`src/rtl/xor_fold_pipe.sv`:
```
// rtl/xor_fold_pipe.sv - pipelined per-channel XOR fold with optional frame accumulation
module xor_fold_pipe #(
    parameter int CH    = 2,
    parameter int W_OUT = 8,
    parameter int FOLD  = 2,
    parameter int CNT_W = 8
) (
    input  logic                      clk,
    input  logic                      rst,
    input  logic                      in_valid,
    output logic                      in_ready,
    input  logic [CH*W_OUT*FOLD-1:0]  in_data,
    input  logic                      in_last,
    input  logic                      mode,
    output logic                      out_valid,
    input  logic                      out_ready,
    output logic [CH*W_OUT-1:0]       out_data,
    output logic [CNT_W-1:0]          out_cnt,
    output logic                      frame_drop
);

    localparam int W_IN = W_OUT * FOLD;
    localparam logic [CNT_W-1:0] CNT_MAX = '1;
    localparam logic [CNT_W-1:0] CNT_ONE = CNT_W'(1);

    logic [CH*W_OUT-1:0] fold;
    logic [CH*W_OUT-1:0] acc;
    logic [CNT_W-1:0]    bc;
    logic [CNT_W-1:0]    bc_inc;
    logic                accept;
    logic                frame_active;

    // The single output register may be refilled in the same cycle it drains.
    assign in_ready     = !out_valid || out_ready;
    assign accept       = in_valid && in_ready;
    assign frame_active = (bc != '0);
    assign bc_inc       = (bc == CNT_MAX) ? bc : bc + CNT_ONE;

    // XOR the FOLD segments of each channel down to one W_OUT-bit word.
    always_comb begin
        fold = '0;
        for (int c = 0; c < CH; c++) begin
            for (int k = 0; k < FOLD; k++) begin
                fold[c*W_OUT +: W_OUT] = fold[c*W_OUT +: W_OUT]
                                       ^ in_data[c*W_IN + k*W_OUT +: W_OUT];
            end
        end
    end

    // Output stage, frame accumulator, beat counter and sticky drop flag.
    always_ff @(posedge clk) begin
        if (rst) begin
            out_valid  <= 1'b0;
            out_data   <= '0;
            out_cnt    <= '0;
            frame_drop <= 1'b0;
            acc        <= '0;
            bc         <= '0;
        end else begin
            if (out_valid && out_ready) begin
                out_valid <= 1'b0;
            end
            if (accept) begin
                if (!mode) begin
                    // A per-beat fold arriving mid-frame abandons the partial frame.
                    out_valid <= 1'b1;
                    out_data  <= fold;
                    out_cnt   <= CNT_ONE;
                    if (frame_active) begin
                        acc        <= '0;
                        bc         <= '0;
                        frame_drop <= 1'b1;
                    end
                end else if (in_last) begin
                    out_valid <= 1'b1;
                    out_data  <= acc ^ fold;
                    out_cnt   <= bc_inc;
                    acc       <= '0;
                    bc        <= '0;
                end else begin
                    acc <= acc ^ fold;
                    bc  <= bc_inc;
                end
            end
        end
    end

endmodule

```
`config.mk`:
```
export PLATFORM = sky130hd
export DESIGN_NAME = xor_fold_pipe
export DESIGN_NICKNAME = d
export VERILOG_FILES = /design/src/rtl/xor_fold_pipe.sv
export SDC_FILE = /design/constraint.sdc
export NUM_CORES = 1
export LEC_CHECK = 0
export CELL_PAD_IN_SITES_DETAIL_PLACEMENT = 0
export CELL_PAD_IN_SITES_GLOBAL_PLACEMENT = 2
export CORE_ASPECT_RATIO = 0.6
export CORE_UTILIZATION = 31
export DETAILED_ROUTE_END_ITERATION = 16
export GPL_TIMING_DRIVEN = 0
export PLACE_DENSITY = 0.85
export SYNTH_ARGS = -nofsm -noshare
export SYNTH_HDL_FRONTEND = slang
export SYNTH_SLANG_ARGS = --single-unit
```
`constraint.sdc`:
```
create_clock -name clk -period 2.9 [get_ports clk]
set_clock_uncertainty 0.15 [all_clocks]
set_input_delay 0.29 -clock clk [delete_from_list [all_inputs] [get_ports clk]]
set_output_delay 0.29 -clock clk [all_outputs]
set_load 0.02 [all_outputs]
```
## Word-level counts from Yosys, hierarchy flattened

Cells that the tools add are included.

- Register bits after elaboration: 50
- Input port bits: 38
- Output and inout port bits: 27
- Logic and storage cells: 37

- Add/sub/neg operators: 1
- Equality and inequality tests: 2
- Muxes and demuxes: 15
- Bitwise gates (word level): 4
- Reduce and logical (&&, ||, !) cells: 9

Operators by type and width:

| kind | count |
|---|---|
| $mux W16 | 5 |
| $mux W8 | 6 |
| $xor A16 B16 Y16 | 1 |
| $xor A8 B8 Y8 | 2 |
| $add A8 B1 Y8 const B | 1 |
| $eq A8 B8 Y1 const B | 1 |
| $reduce_bool A8 Y1 | 1 |
| $mux W1 | 4 |
| $reduce_and A2 Y1 | 2 |
| $reduce_and A3 Y1 | 1 |
| $logic_and A1 B1 Y1 | 2 |
| $ne A2 B2 Y1 const B | 1 |
| $reduce_bool A2 Y1 | 1 |
| $logic_not A1 Y1 | 1 |
| $logic_or A1 B1 Y1 | 1 |
| $not A1 Y1 | 1 |

## Longest topological paths before layout

Gate-level depths: netlist (run 1).

- Depth after elaboration: 5
- Gate-level depth with buffers: 7
- Gate-level depth less buffers: 6

## Least setup slack after synthesis (run 1)

No wires, ideal clock.

- Path type: register to register
- Start: register out_valid
- End: register acc[0]
- Library setup time: 88 ps
- Data arrival time: 1584 ps
- Required time: 2662 ps
- Slack: 1078 ps
- Stages on the path, launching flop included: 7
- Buffers on the path: 1
- Clock period less this slack: 1822 ps
- Path through: dfxtp_1 nor2b_1 inv_1 nand3_1 clkbuf_1 or2_2 a311oi_2

- Longest elaborated chain between the ends: 4

RTL lines:

| element | line | RTL |
|---|---|---|
| start, declared | 15 | `output logic out_valid,` |
| start signal, assigned | 53 | `out_valid <= 1'b0;` |
| start signal, assigned | 61 | `out_valid <= 1'b0;` |
| start signal, assigned | 66 | `out_valid <= 1'b1;` |
| $logic_not A1 Y1 | 34 | `assign in_ready = !out_valid \|\| out_ready;` |
| $logic_or A1 B1 Y1 | 34 |  |
| net in_ready | 11 | `output logic in_ready,` |
| $logic_and A1 B1 Y1 | 35 | `assign accept = in_valid && in_ready;` |
| $reduce_and A2 Y1 (no line) | -- |  |
| end signal, assigned | 81 | `acc <= acc ^ fold;` |
| end, declared | 27 | `logic [CH*W_OUT-1:0] acc;` |

The timed path passes the listed nets, and every way through them passes these cells.
A chain may end at the register's enable or synchronous reset.

## Worst setup path after layout (run 1)

- Start: input port out_ready
- End: output port in_ready

- Longest elaborated chain between the ends: 1

RTL lines:

| element | line | RTL |
|---|---|---|
| start, declared | 16 | `input logic out_ready,` |
| $logic_or A1 B1 Y1 | 34 |  |
| end, declared | 11 |  |

No other way between the ends.

==> impl_results.md, run 1 <==
* Status: finished, final reports clean
* Worst ir drop on vdd at about 0.19 mV
* Vias in the first global route at between 2000 and 2500
* Data arrival, critical path at 1.67 ns
* DIE AREA at slightly below 0.009 mm²
* Fmax achieved at 473 MHz
* Cells after synthesis at about 290
* IO Pins at 65
* Placed cells at between 400 and 500
* RSZ-0062 raised after global routing: false
* Fin. Hold Viols at 0
* Critical R2R Launch: bc[0]
* Post-route ant nets at 0
* Initial drt markers at approximately 110
* GRT Total Usage at roughly 17%
* Slew margin rel. at between 50% and 60%
* WL final at between 6 and 7 mm
* Drt via density at around 4.9
* Final Slew Violations at 0
* Core Region at 0.00795 mm²
* Number of post-CTS setup repair buffers at 0
* Final TNS setup at 0 ns
* Die H at 72.5 µm
* Inserted Clock Buffers at 5
* Worst setup SP type: input pin
* Most frequent cells in the layout: 63 x clkdlybuf4s50_1, 54 x nand2_1, 50 x dfxtp_1
* Leak pwr at between 1 and 1.5 nW
* H-tree levels at 2
* Ranking of synthesized cells by area: dfxtp_1 39%, nand2_1 7.9%, a21oi_1 7.2%
* Cell Count, Final, Fillers Out at between 400 and 500
* CP startpoint: out_ready
* Initial core utilization at 32.3%
* Area leader, netlist: dfxtp_1
* Prevailing post-synth register cell: dfxtp_1
* Final Power at between 1.5 and 2 mW
* Period utilisation layout at approximately 73%
* Syn nets at around 330
* Wire per inst at 14.7 µm
* Avg Cell Area, Syn at 8.83 µm²
* Critical-path maximum fanout at 5
* Final hold slack at roughly 0.16 ns
* Antenna violations before repair at 0
* # hold bufs at CTS at 0
* Layout cells sized above 1 at between 10% and 20%
* Total gr overflow at 0
* Yosys warnings at 0
* Commonest non-fill, non-tap cell in the layout: clkdlybuf4s50_1
* CP required at 2.46 ns
* Filler cells at 816
* First-pass GRT wire length at 11.2 mm
* Final min period at about 2.1 ns
* Hold Path Class: input pin to register
* HPWL reported at the end of detailed placement at 5.02 mm
* CTS max path bufs at 2
* Grt met3 use at under 10%
* Number of max-cap violations at 0
* Endpoint type of the worst setup path: primary output
* Area growth syn-to-layout at 35.2%
* Synth unique cells at 47
* Slew at the pin closest to its max-slew limit at about 0.65 ns
* Clock network latency to the later pin of the worst-skew pair at ~0.29 ns
* ANT cells at 0
* HP Start: rst
* Clk pin slew, worst setup/hold paths at 0.06 ns
* Clock root cell: clkbuf_16
* First-pass iteration count of the detailed router at 4
* Vias at 2277
* Pwr Density at ~470 mW/mm²
* Met2 usage at between 20% and 30%
* Yosys top cell area share at between 30% and 40%
* CTS tree: done
* GP Congestion at 0.878
* Sink Count at 50
* Largest net degree at the start of global routing at 14
* Port bufs at 63
* Synth Register Bits at 50
* Register area share after synthesis at between 30% and 40%
* Final setup fails at 0
* Synth async-reset ratio at 0%
* CP Class: input pin to primary output
* Nets at 401
* Placement Rows at 25
* Synthesized area at ~0.0026 mm²
* Die width at ~120 µm
* GRT busiest layer: met1
* CTS resizes at 0
* M1 GR Usage at about a quarter
* DRC errors left at 0
* Post-synth EDFFs at 0
final timing paths:
kind / end / slack, ns / depth (start not counted)
max: in_ready / 0.79 / 4
min: bc[7] / 0.16 / 2
max reg2reg: acc[13] / 0.94 / 7
min reg2reg: out_data[14] / 0.30 / 2
metal layers:
layer  vias up  wire, µm
met4         0        67
met3         7       554
met5         -         0
met1      1022      3670
li1       1167         -
met2        81      2600
cell families (layout without fill, tap and decap cells):
| family | count (synthesis) | in the layout | synth area share (%) |
|---|---|---|---|
| compound gates | 78 | 78 | 22.7 |
| xor+xnor | 34 | 34 | 11.6 |
| fa+ha+maj | 2 | 2 | 0.974 |
| flops | 50 | 50 | 38.9 |
| mux | 2 | 2 | 0.779 |
| simple gates | 104 | 104 | 20.4 |
| buf+inv | 21 | 90 | 4.53 |
state kept, by name (all words and copies together), names as in the netlist:
| register | flops |
|---|---|
| out_cnt | 8 |
| out_data | 16 |
| frame_drop | 1 |
| out_valid | 1 |
| acc | 16 |
| bc | 8 |
report_power, final:
part	internal [mW]	leakage, nW	switching, mW
sequential	0.716	0.407	0.0178
clock	0.334	0.0688	0.250
combinational	0.148	0.697	0.166
cell usage after synthesis (3+ instances only):
library cell / instances
a311oi_1: 8
a311oi_2: 9
nand3_1: 6
inv_1: 5
xnor2_1: 18
clkbuf_1: 7
buf_2: 5
xor2_1: 16
dfxtp_1: 50
a21oi_1: 37
nor2_1: 4
nor2b_1: 3
o2bb2ai_1: 3
and3_1: 3
nand2_1: 54
a32o_1: 3
or2_2: 17
nor3_1: 3
critical path, stage by stage:
cell	delay (ns)
clkdlybuf4s50_1	0.40
nor2b_1	0.25
inv_1	0.16
clkdlybuf4s50_1	0.57
final cells by class:
| type | count | area (µm²) | share of cell area [%] |
|---|---|---|---|
| timing repair buffer | 63 | 631 | 18.1 |
| clock buffer | 6 | 139 | 4.00 |
| buffer | 16 | 97.6 | 2.81 |
| inverter | 5 | 18.8 | 0.540 |
| multi-input combinational | 220 | 1450 | 41.8 |
| tap | 108 | 135 | 3.89 |
| sequential | 50 | 1000 | 28.8 |
stage by stage:
stage | cell area, µm² | util (%) | setup slack (ns)
after global routing | 3470 | 43.7 | 0.711
final | 3470 | 43.7 | 0.787
after global placement | 3340 | 42.0 | 0.614
after detailed placement | 3340 | 42.0 | 0.551
after floorplan | 2570 | - | 1.08
after CTS | 3470 | 43.7 | 0.794
Note: power is estimated with default switching activity, not from simulation.
==> run 2: changes to the inputs <==
--- a/config.mk
+++ b/config.mk
@@ -8,10 +8,10 @@
 export CELL_PAD_IN_SITES_DETAIL_PLACEMENT = 0
 export CELL_PAD_IN_SITES_GLOBAL_PLACEMENT = 2
 export CORE_ASPECT_RATIO = 0.6
-export CORE_UTILIZATION = 31
+export CORE_UTILIZATION = 26
 export DETAILED_ROUTE_END_ITERATION = 16
 export GPL_TIMING_DRIVEN = 0
-export PLACE_DENSITY = 0.85
+export PLACE_DENSITY = 0.76
 export SYNTH_ARGS = -nofsm -noshare
 export SYNTH_HDL_FRONTEND = slang
 export SYNTH_SLANG_ARGS = --single-unit
==> constraint.sdc (replaced) <==
create_clock -name clk -period 1.8 [get_ports clk]
set_clock_uncertainty 0.15 [all_clocks]
set_input_delay 0.18 -clock clk [delete_from_list [all_inputs] [get_ports clk]]
set_output_delay 0.18 -clock clk [all_outputs]
set_load 0.02 [all_outputs]
==> impl_results.md, run 2 (same netlist as run 1, synthesis figures left out) <==
* Status: finished with violations
* Failing checks: setup timing
* Vias at 2363 (+3.8%)
* Fin. Hold Viols at 0 (unchanged)
* IO Pins at 65 (unchanged)
* Placed cells at 484 (+4.8%)
* CTS tree: done
* Final setup fails at 20 (+20)
* CP peak stage delay at 0.48 ns (-0.09 ns)
* Initial drt markers at 122 (+13%)
* Slew margin rel. at 55.5% (-1.1 points)
* Data arrival, critical path at 1.93 ns (+0.26 ns)
* DIE AREA at 0.0103 mm² (+19%)
* CP required at 1.86 ns (-0.60 ns)
* CTS max path bufs at 2 (unchanged)
* Top Registers: acc x16, out_data x16
* Pwr Density at 726 mW/mm² (+55%)
* CP max-delay cell: or4b_4
* Area growth syn-to-layout at 45.1%
* Most used cell, CP: nor2_4
* Top cell family by delay on the critical path: simple AND/OR/NAND/NOR gates
* Die width at 130 µm (+9.0%)
* Sink Count at 50 (unchanged)
* GRT Total Usage at 15.4% (-1.5 points)
* Wire per inst at 15.0 µm (+1.9%)
* Total gr overflow at 0 (unchanged)
* Leak pwr at 1.26 nW (+7.3%)
* First-pass iteration count of the detailed router at 4 (unchanged)
* Fmax achieved at between 500 and 600 MHz
* Worst setup SP type: register
* RSZ-0062 raised after global routing: true
* Slew at the pin closest to its max-slew limit at 0.664 ns (+0.0165 ns)
* HPWL reported at the end of detailed placement at 5.28 mm (+5.4%)
* Final TNS setup at -0.740 ns (-0.740 ns)
* PnR worst setup slack at -0.0695 ns (-0.856 ns)
* Post-route ant nets at 0 (unchanged)
* Worst ir drop on vdd at 0.339 mV (+74%)
* WL final at 7.55 mm (+9.5%)
* Hold Path Class: input pin to register
* Critical-path maximum fanout at 5 (unchanged)
* Core Region at 0.00939 mm² (+18%)
* Die H at 79.0 µm (+8.9%)
* Commonest non-fill, non-tap cell in the layout: clkdlybuf4s50_1
* ANT cells at 0 (unchanged)
* Worst Path Buf+Inv at 2 (-1)
* Largest net degree at the start of global routing at 15 (+1)
* Clock network latency to the later pin of the worst-skew pair at 0.29 ns (about the same)
* Number of max-cap violations at 0 (unchanged)
* Final min period at 1.87 ns
* Cell Count, Final, Fillers Out at 503 (+7.5%)
* Period utilisation layout at 104%
* Critical Path, Cell by Cell: inv_2 -> ha_4 -> or4b_4 -> nor2_4 -> nor2_4 -> clkbuf_16 -> a311oi_2
* DRC errors left at 0 (unchanged)
* Endpoint type of the worst setup path: register
* First-pass GRT wire length at 11.7 mm (+4.8%)
* Initial core utilization at 27.4% (-5.0 points)
* CP Class: register to register
* Final Slew Violations at 0 (unchanged)
* Antenna violations before repair at 0 (unchanged)
* Most frequent cells in the layout: 62 x clkdlybuf4s50_1, 54 x nand2_1, 47 x dfxtp_1
* Drt via density at 4.70 (-3.4%)
* Clock root cell: clkbuf_16
* Layout cells sized above 1 at 22.3% (+8.4 points)
* Port bufs at 63 (unchanged)
* Placement Rows at 27 (+8.0%)
* Nets at 412 (+2.7%)
* Vias in the first global route at 2145 (+2.5%)
* GP Congestion at 0.836 (-4.8%)
* Clk pin slew, worst setup/hold paths at 0.07 ns (about the same)
* Inserted Clock Buffers at 5 (unchanged)
* Final Power at 2.71 mW (+66%)
* H-tree levels at 2 (unchanged)
==> run 2: cell types whose count changed in the layout (fill, tap and decap cells not counted), moves of 3 or more <==
cell and change:
buf_4 +11, a311oi_1 -6, a311oi_2 +6, dfxtp_1 -3, dfxtp_2 +3, inv_1 -3, inv_2 +3
==> run 2: area by class of cell <==
type                       instances  area (µm²)
inverter                           5        18.8
tap                              130         163
clock buffer                       7         143
clock inverter                     1        5.00
multi-input combinational        220        1550
timing repair buffer              74         737
buffer                            16         108
sequential                        50        1000
fill                             958        5660
==> run 2: power breakdown <==
group / switching [mW] / total [mW] / internal [mW]
combinational: 0.286 / 0.554 / 0.268
clock: 0.417 / 0.969 / 0.552
sequential: 0.0295 / 1.18 / 1.15
total: 0.732 / 2.71 / 1.97
==> run 2: metal layers <==
layer,share of wire [%],track usage (%),vias to the layer above
li1,-,-,1199
met1,53,22.7,1076
met2,39,21.4,80
met3,6.6,3.98,8
met4,1.1,4.83,0
met5,0,0,-
==> run 2: worst reg2reg max path, delay by kind of cell, from the launching register on <==
family          cells  cell delay (ns)
flops               1             0.33
buf+inv             2             0.25
compound gates      1             0.24
fa+ha+maj           1             0.13
simple gates        3             0.70
==> run 2: worst paths after layout <==
kind	slack, ns	to	from	cells past startpoint
worst max-delay path	-0.07	acc[14]	bc[1]	7
worst min-delay path	0.03	bc[7]	rst	2
worst max register to register	-0.07	acc[14]	bc[1]	7
worst min register to register	0.30	out_data[10]	out_data[10]	2
==> run 2: per-stage QoR <==
| step | hold WS, ns | setup slack, ns | utilization [%] | cell area (µm²) |
|---|---|---|---|---|
| 4_1_cts | 0.0226 | -0.0875 | 39.2 | 3680 |
| 6_report | 0.0331 | -0.0695 | 39.7 | 3730 |
| 3_3_place_gp | 0.289 | -0.384 | 35.8 | 3360 |
| 5_1_grt | 0.0429 | -0.120 | 39.7 | 3730 |
| 3_5_place_dp | 0.297 | -0.399 | 35.8 | 3360 |
| 2_1_floorplan | 0.286 | 0.0184 | - | 2570 |
==> run 2: repair_timing <==
item | 4_1_cts | 5_1_grt
buffers inserted | 7 | 3
resized for setup | 24 | 12
endpoints found under the setup margin | 35 | 40
pin swaps | 8 | 13
hold buffers | 0 | 0
gates cloned | 1 | 0
